File: src/rtl/apb2spi_master_pkg.sv
// apb2spi_master_pkg: FSM encoding and SPI frame sizing shared by the APB-to-SPI master
package apb2spi_master_pkg;
    typedef enum logic [2:0] {S_IDLE, S_SETUP, S_SHIFT, S_HOLD, S_DONE, S_GAP} state_t;

    // R/W bit + address + payload, plus one extra byte of turnaround on reads
    function automatic int frame_bits(input int aw, input int dw, input logic wr);
        return wr ? 1 + aw + dw : 1 + aw + 2 * dw;
    endfunction
endpackage

File: src/rtl/apb2spi_master_clk_gen.sv
// apb2spi_master_clk_gen: SCK divider, idle low, with single-cycle rise/fall strobes
module apb2spi_master_clk_gen #(
    parameter int CLK_DIV = 4
) (
    input  logic clk,
    input  logic rst,
    input  logic i_en,
    output logic o_sclk,
    output logic o_rise_stb,
    output logic o_fall_stb
);
    localparam int CW = $clog2(CLK_DIV + 1);
    logic [CW-1:0] r_cnt;
    logic          w_tick;
    assign w_tick     = i_en && r_cnt == CW'(CLK_DIV - 1);
    assign o_rise_stb = w_tick && !o_sclk;
    assign o_fall_stb = w_tick && o_sclk;
    always_ff @(posedge clk or posedge rst) begin
        if (rst) begin
            r_cnt  <= '0;
            o_sclk <= 1'b0;
        end else if (!i_en) begin
            r_cnt  <= '0;
            o_sclk <= 1'b0;
        end else if (w_tick) begin
            r_cnt  <= '0;
            o_sclk <= !o_sclk;
        end else begin
            r_cnt  <= r_cnt + 1'b1;
        end
    end
endmodule

File: src/rtl/apb2spi_master.sv
// apb2spi_master: APB slave that turns each access into one SPI frame, wait-stating
// the host with pready low until the frame (and any read-back byte) completes.
module apb2spi_master
    import apb2spi_master_pkg::*;
#(
    parameter int ADDR_WIDTH = 7,
    parameter int DATA_WIDTH = 8,
    parameter int CLK_DIV    = 4,
    parameter int SS_GAP     = 2
) (
    input  logic                  pclk,
    input  logic                  reset,
    input  logic                  psel,
    input  logic                  penable,
    input  logic                  pwrite,
    input  logic [ADDR_WIDTH-1:0] paddr,
    input  logic [DATA_WIDTH-1:0] pwdata,
    output logic [DATA_WIDTH-1:0] prdata,
    output logic                  pready,
    output logic                  sclk,
    output logic                  ss,
    output logic                  mosi,
    input  logic                  miso
);
    localparam int SR_W = frame_bits(ADDR_WIDTH, DATA_WIDTH, 1'b0);
    localparam int WR_N = frame_bits(ADDR_WIDTH, DATA_WIDTH, 1'b1);
    localparam int BW   = $clog2(SR_W + 1);
    localparam int TW   = $clog2((CLK_DIV > SS_GAP ? CLK_DIV : SS_GAP) + 1);

    state_t                r_state;
    logic [SR_W-1:0]       r_tx;
    logic [DATA_WIDTH-1:0] r_rx;
    logic [BW-1:0]         r_bits;
    logic [TW-1:0]         r_cnt;
    logic                  r_rd;
    logic                  w_rise;
    logic                  w_fall;
    logic                  w_div_end;
    logic                  w_gap_end;

    assign w_div_end = r_cnt == TW'(CLK_DIV - 1);
    assign w_gap_end = r_cnt == TW'(SS_GAP - 1);

    apb2spi_master_clk_gen #(.CLK_DIV(CLK_DIV)) u_clk_gen (
        .clk        (pclk),
        .rst        (reset),
        .i_en       (r_state == S_SHIFT),
        .o_sclk     (sclk),
        .o_rise_stb (w_rise),
        .o_fall_stb (w_fall)
    );

    always_ff @(posedge pclk or posedge reset) begin
        if (reset) begin
            r_state <= S_IDLE;
            r_tx    <= '0;
            r_rx    <= '0;
            r_bits  <= '0;
            r_cnt   <= '0;
            r_rd    <= 1'b0;
            prdata  <= '0;
            pready  <= 1'b0;
            ss      <= 1'b1;
            mosi    <= 1'b0;
        end else begin
            pready <= 1'b0;
            case (r_state)
                S_IDLE: if (psel && penable && !pready) begin
                    r_state <= S_SETUP;
                    r_rd    <= !pwrite;
                    r_tx    <= {pwrite, paddr, pwdata & {DATA_WIDTH{pwrite}}, {DATA_WIDTH{1'b0}}};
                    r_bits  <= pwrite ? BW'(WR_N) : BW'(SR_W);
                    r_cnt   <= '0;
                    ss      <= 1'b0;
                    mosi    <= pwrite;
                end
                S_SETUP: if (w_div_end) begin
                    r_state <= S_SHIFT;
                    r_cnt   <= '0;
                end else begin
                    r_cnt   <= r_cnt + 1'b1;
                end
                S_SHIFT: begin
                    if (w_rise) begin
                        r_rx   <= {r_rx[DATA_WIDTH-2:0], miso};
                        r_bits <= r_bits - 1'b1;
                    end
                    // r_bits hits zero on the last rise, so this fall closes the frame
                    if (w_fall) begin
                        r_tx <= r_tx << 1;
                        mosi <= r_bits == '0 ? 1'b0 : r_tx[SR_W-2];
                        if (r_bits == '0) r_state <= S_HOLD;
                    end
                end
                S_HOLD: if (w_div_end) begin
                    r_state <= S_DONE;
                    r_cnt   <= '0;
                    ss      <= 1'b1;
                end else begin
                    r_cnt   <= r_cnt + 1'b1;
                end
                S_DONE: begin
                    r_state <= S_GAP;
                    pready  <= 1'b1;
                    if (r_rd) prdata <= r_rx;
                end
                S_GAP: if (w_gap_end) begin
                    r_state <= S_IDLE;
                    r_cnt   <= '0;
                end else begin
                    r_cnt   <= r_cnt + 1'b1;
                end
                default: r_state <= S_IDLE;
            endcase
        end
    end
endmodule

File: config.mk
export PLATFORM = sky130hd
export DESIGN_NAME = apb2spi_master
export DESIGN_NICKNAME = d
export VERILOG_FILES = /design/src/rtl/apb2spi_master_pkg.sv /design/src/rtl/apb2spi_master_clk_gen.sv /design/src/rtl/apb2spi_master.sv
export SDC_FILE = /design/constraint.sdc
export NUM_CORES = 1
export LEC_CHECK = 0
export ABC_AREA = 0
export BUFFER_PORTS_ARGS = -buffer_cell sky130_fd_sc_hd__buf_2
export CORE_MARGIN = 4
export CORE_UTILIZATION = 59
export CTS_CLUSTER_DIAMETER = 200
export DETAILED_ROUTE_END_ITERATION = 12
export PLACE_DENSITY_LB_ADDON = 0.1
export SYNTH_ARGS = -nofsm -noshare
export SYNTH_HDL_FRONTEND = slang
export SYNTH_SLANG_ARGS = --single-unit
File: constraint.sdc
create_clock -name pclk -period 5.32 [get_ports pclk]
set_input_delay 0.798 -clock pclk [delete_from_list [all_inputs] [get_ports pclk]]
set_output_delay 0.798 -clock pclk [all_outputs]
set_load 0.01 [all_outputs]
# After elaboration in Yosys (flattened, before gate mapping)
# Cells that the tools add are included.
classes:
  n_addsub: 3
  eq_ne: 16
  mux: 30
  n_bitwise: 1
  n_reduce_logical: 22
op_table:
  columns: ["operator", "count"]
  rows:
  - ["two-way mux 23 bit", 2]
  - ["case mux 23 bit (2 select lines)", 1]
  - ["two-way mux 3 bit", 11]
  - ["case mux 3 bit (6 select lines)", 1]
  - ["!= test 2 bit, second input constant", 8]
  - ["equality test 3 x 2 -> 1 bit, second input constant", 4]
  - ["two-way mux 5 bit", 2]
  - ["case mux 5 bit (2 select lines)", 1]
  - ["case mux 3 bit (3 select lines)", 1]
  - ["AND reduction 3 bit", 3]
  - ["AND 8 bit", 1]
  - ["two-way mux 1 bit", 8]
  - ["AND reduction 2 bit", 4]
  - ["adder 3 x 1 -> 3 bit, second input constant", 2]
  - ["equality test 3 x 1 -> 1 bit, second input constant", 2]
  - ["equality test 3 bit, second input constant", 2]
  - ["AND reduction 6 bit", 1]
  - ["logical AND 1 bit", 5]
  - ["logical NOT 5 bit", 1]
  - ["subtractor 5 x 1 -> 5 bit, second input constant", 1]
  - ["two-way mux 4 bit", 1]
  - ["case mux 1 bit (2 select lines)", 2]
  - ["nonzero test 2 bit", 2]
  - ["logical NOT 1 bit", 3]
  - ["other kinds (3)", 3]
word_totals:
  ff_bits: 58
  in_bits: 21
  out_inout_bits: 12
  wordCells: 84

# Depth between registers and ports, before layout
depth:
  ltp_word: 5
  ltp_mapped: 7
  depth_no_buf: 6

# Hierarchy
# Synthesis repeated with hierarchy kept, for this count alone.
unflattened:
  hier_cells: 217
  hier_area_um2: 2348.5
modules_own_cells:
  columns: ["module", "n_inst", "cells_per_inst", "area_each_um2", "seq_area_each_um2"]
  rows:
  - ["apb2spi_master", 1, 201, 2165.8, 1152.4]
  - ["apb2spi_master_clk_gen", 1, 16, 182.7, 100.1]

# Worst setup path after synthesis
# No wires, ideal clock.
synth_path:
  path_kind: "input -> register"
  startpoint: "input penable"
  endpoint: "register mosi"
  setup_time_ns: 0.125
  arrival_ns: 1.793
  t_required_ns: 5.195
  setup_slack_ns: 3.402
  path_stages: 5
  n_path_buf: 1
  path_cell_list: "nand3b_1 -> nor4_2 -> a21oi_2 -> buf_6 -> mux2_2"
synth_between:
  elab_chain_len: 4
synth_lines:
  columns: ["element", "line", "rtl"]
  rows:
  - ["start: declaration", "apb2spi_master.sv:14", "input logic penable,"]
  - ["logical AND 1 bit (2 in a row)", "apb2spi_master.sv:68", "S_IDLE: if (psel && penable && !pready) begin"]
  - ["!= test 2 bit (no source line)", null, null]
  - ["AND reduction 3 bit (no source line)", null, null]
  - ["end signal: assignment", "apb2spi_master.sv:75", "mosi <= pwrite;"]
  - ["end signal: assignment", "apb2spi_master.sv:91", "mosi <= r_bits == '0 ? 1'b0 : r_tx[SR_W-2];"]
  - ["end: declaration", "apb2spi_master.sv:22", "output logic mosi,"]
# Every way passes these cells.
# A chain may end at the register's enable or synchronous reset.

# Worst setup path in the final report
layout_path:
  startpoint: "register r_state[2]"
  endpoint: "register r_tx[21]"
layout_between:
  elab_chain_len: 5
  word_cells_on_any_way: 9
  classes_between: "eq/ne (3); mux (1); reduce/logical (5)"
layout_lines:
  columns: ["element", "line", "rtl"]
  rows:
  - ["start: declaration", "apb2spi_master.sv:30", "state_t r_state;"]
  - ["start signal: assignment", "apb2spi_master.sv:55", "r_state <= S_IDLE;"]
  - ["start signal: assignment", "apb2spi_master.sv:69", "r_state <= S_SETUP;"]
  - ["start signal: assignment", "apb2spi_master.sv:78", "r_state <= S_SHIFT;"]
  - ["equality test 3 x 2 -> 1 bit", "apb2spi_master.sv:47, apb2spi_master.sv:67", null]
  - ["logical AND 1 bit", "apb2spi_master_clk_gen.sv:15", "assign w_tick = i_en && r_cnt == CW'(CLK_DIV - 1);"]
  - ["logical AND 1 bit", "apb2spi_master_clk_gen.sv:17", "assign o_fall_stb = w_tick && o_sclk;"]
  - ["!= test 2 bit (no source line)", null, null]
  - ["AND reduction 3 bit (no source line)", null, null]
  - ["end signal: assignment", "apb2spi_master.sv:71", "r_tx <= {pwrite, paddr, pwdata & {DATA_WIDTH{pwrite}}, {DATA_WIDTH{1'b0}}};"]
  - ["end signal: assignment", "apb2spi_master.sv:90", "r_tx <= r_tx << 1;"]
  - ["end: declaration", "apb2spi_master.sv:31", "logic [SR_W-1:0] r_tx;"]
# Parallel ways exist; a longest one is shown, timed or not.

==> metrics.csv <==
stage,metric,value,unit
run_status,outcome,"finished, final reports clean",
worst_setup_path,slowest CP cell,a21oi_2,
min_path,start point of the worst hold path,u_clk_gen.r_cnt[0],
cells_and_area,register area,1250,um2
route,Pre-antenna DRT Iters,4,
worst_setup_path,"Worst Path Class, Setup",flip-flop to flip-flop,
worst_setup_path,CP Cell Sequence,"or3b_1, nor2_1, a21oi_2, mux2_2",
worst_setup_path,worst-path fanout max,22,
sta,min cycle time layout,2.72,ns
worst_setup_path,Worst setup EP type,flip-flop,
worst_setup_path,max incr delay on CP,0.70,ns
yosys,number of synthesized flops with an enable pin,0,
yosys,Mapped Cells,243,
cells_and_area,Util after Layout,70.8,%
worst_setup_path,CP Launch Type,flip-flop,
clocking,Num CTS Buffers,5,
cells_and_area,fillers,290,
global_routing,vias in the first global route,1665,
route,Routed WL,4340,um
pwr,Power Density,470,nW/um2
sta,Max Fclk,368,MHz
yosys,Synth Flop Type,dfrtp_1,
sta,post-route clock period utilization,51.1,%
yosys,sequential area share after synthesis,52.1,%
die,die width,71.9,um
worst_setup_path,reg2reg start,r_state[2],
die,Die H,71.9,um
route,Final ANT Viol Nets,0,
yosys,commonest cells in the netlist,"nand2_1 (71), dfrtp_1 (49), mux2_2 (23)",
sta,Hold WS,0.429,ns
die,core footprint,3800,um2
route,via count,1730,
clocking,clock transition at the registers of the reported paths,0.09,ns
clocking,clock sink count,50,
placement,RD Place Congestion,0.821,
pwr,Max IR drop VDD,0.238,mV
worst_setup_path,FF-to-FF End,r_tx[21],
pwr,leakage power,0.00140,uW
cells_and_area,post-route cell area,2690,um2
clocking,root buffer cell,clkbuf_8,
yosys,Synth Register Bits,50,
yosys,Synth warnings,0,
global_routing,largest net degree at the start of global routing,51,
min_path,Hold Crit Class,flip-flop to flip-flop,
worst_setup_path,worst r2r path cells,4,
worst_setup_path,R2R setup slack,2.60,ns
clocking,Post-CTS Resized,0,
die,effective utilization at floorplan,63.3,%
worst_setup_path,CP arrival,2.91,ns
yosys,Post-synth ARST share,100,%
cells_and_area,Layout area overhead,11.7,%
clocking,CTS Buffer Depth,2,
global_routing,global-route wire length before repair,7600,um
yosys,Syn Nets,271,
cells_and_area,ant diodes,0,
min_path,Worst Hold End,u_clk_gen.r_cnt[0],
yosys,cell with the most instances after synthesis,nand2_1,
clocking,CTS H-Tree Depth,2,
die,full die area,5160,um2
global_routing,initial antenna violation count,0,
sta,"Hold Vio Cnt, Final",0,
placement,placed cell area,2580,um2
sta,Slew headroom,32.6,%
yosys,Yosys top cell by area,dfrtp_1,
sta,Final setup viols,0,
worst_setup_path,WP data required,5.51,ns
clocking,worst skew pair latency,0.30,ns
yosys,"Cell Area, Synth",2410,um2
yosys,Syn Area/Cell,9.90,um2
clocking,postcts setup bufs,0,
global_routing,grt ovf,0,
placement,PortBufs,32,
yosys,top cell type's share of synthesized area,51.0,%
sta,Worst Tran Pin Value,1.01,ns
die,# rows,22,
min_path,WHS Path Cells,1,
run,max-cap violation count,0,
clocking,CTS Hold Buffers Added,0,
placement,post-DP HPWL,2970,um
worst_setup_path,Top delay family on crit path,simple AND/OR/NAND/NOR gates,
sta,Fin Clk Skew,0.00457,ns
sta,final slew viol count,0,
global_routing,GR Util All Layers,18.7,%
route,mean number of vias per cell,5.42,
cells_and_area,fin nets,298,
worst_setup_path,Buf/Inv on CP,0,
yosys,synth top area cells,"dfrtp_1 (51%), nand2_1 (11%), mux2_2 (11%)",
cells_and_area,Multi-input gate area,1070,um2
cells_and_area,layout cells sized above 1,26.2,%
die,Boundary Pins,33,
route,DRT iter0 DRCs,104,
sta,RSZ-0062 raised after global routing,false,
route,drt drc,0,
route,drt wl/cell,13.6,um
yosys,count of cell types in the netlist,39,
clocking,CTS tree,yes,
sta,Setup TNS Final,0,ns
## state kept, by name, summed over array words and instances (netlist names)
signal            count
r_tx                 15
prdata                8
r_rx                  8
r_bits                5
r_cnt                 3
r_state               3
u_clk_gen.r_cnt       3
mosi                  1
pready                1
r_rd                  1
ss                    1
u_clk_gen.o_sclk      1
## power by group
part	total [uW]	switching, uW	internal, uW
combinational	406	212	194
clock	266	125	140
sequential	591	99.6	491
total	1260	436	826
## through the flow
step                power, uW  worst slack, ns  cells
finish                   1260             2.60    319
global route             1360             2.39    319
CTS                      1270             2.59    319
detailed placement       1000             2.61    311
global placement          986             2.66    311
floorplan                 907             3.32    243
## worst max-delay path by stage
stage,depth (start not counted),end,start
after floorplan,1,mosi,reset
after global placement,4,r_tx[20],r_state[2]
after detailed placement,4,r_tx[16],r_state[2]
after CTS,4,r_tx[18],r_state[2]
after global routing,4,r_tx[17],r_state[2]
final,4,r_tx[21],r_state[2]
## cells in the final DEF (no fill, tap or decap), drive strengths merged
master	synthesis	final
o311ai	1	1
or3	2	2
mux2	23	23
clkinvlp	0	1
a2bb2oi	1	1
nor3b	4	4
nand2	71	71
nor3	3	3
nor4	1	1
a22oi	2	2
bufinv	0	1
nand2b	3	3
a21o	2	2
clkbuf	8	6
a21oi	6	6
a31o	1	1
buf	5	33
xor2	2	2
or4	1	1
dfrtp	49	49
nand3	10	10
ha	7	7
a22o	1	1
nor4b	1	1
a211oi	1	1
o21ai	5	5
nor2	9	9
or3b	2	2
and2	1	1
and3	2	2
o22ai	5	5
dfstp	1	1
nand3b	1	1
nor2b	4	4
mux2i	1	1
inv	7	7
## area by class of cell
cell class                 count  area share (%)
clock buffer                   6            2.70
clock inverter                 2            1.40
inverter                       7           0.978
multi-input combinational    173            39.9
sequential                    50            46.6
tap                           48            2.23
timing repair buffer          33            6.24
## metal layers
layer	track usage (%)	part of all wire, %	vias up
met5	0	0	-
li1	-	-	867
met1	24.9	46	815
met4	7.10	1.5	0
met2	29.9	47	42
met3	4.35	4.8	6
## kinds of logic after synthesis
family	count (synthesis)	share of synthesized area, %
compound gates	25	6.76
xor+xnor	2	0.728
fa+ha+maj	7	3.64
buf+inv	20	3.64
flops	50	52.1
mux	24	11.2
simple gates	115	22.0
No activity file was read; power rests on OpenSTA's default activity.
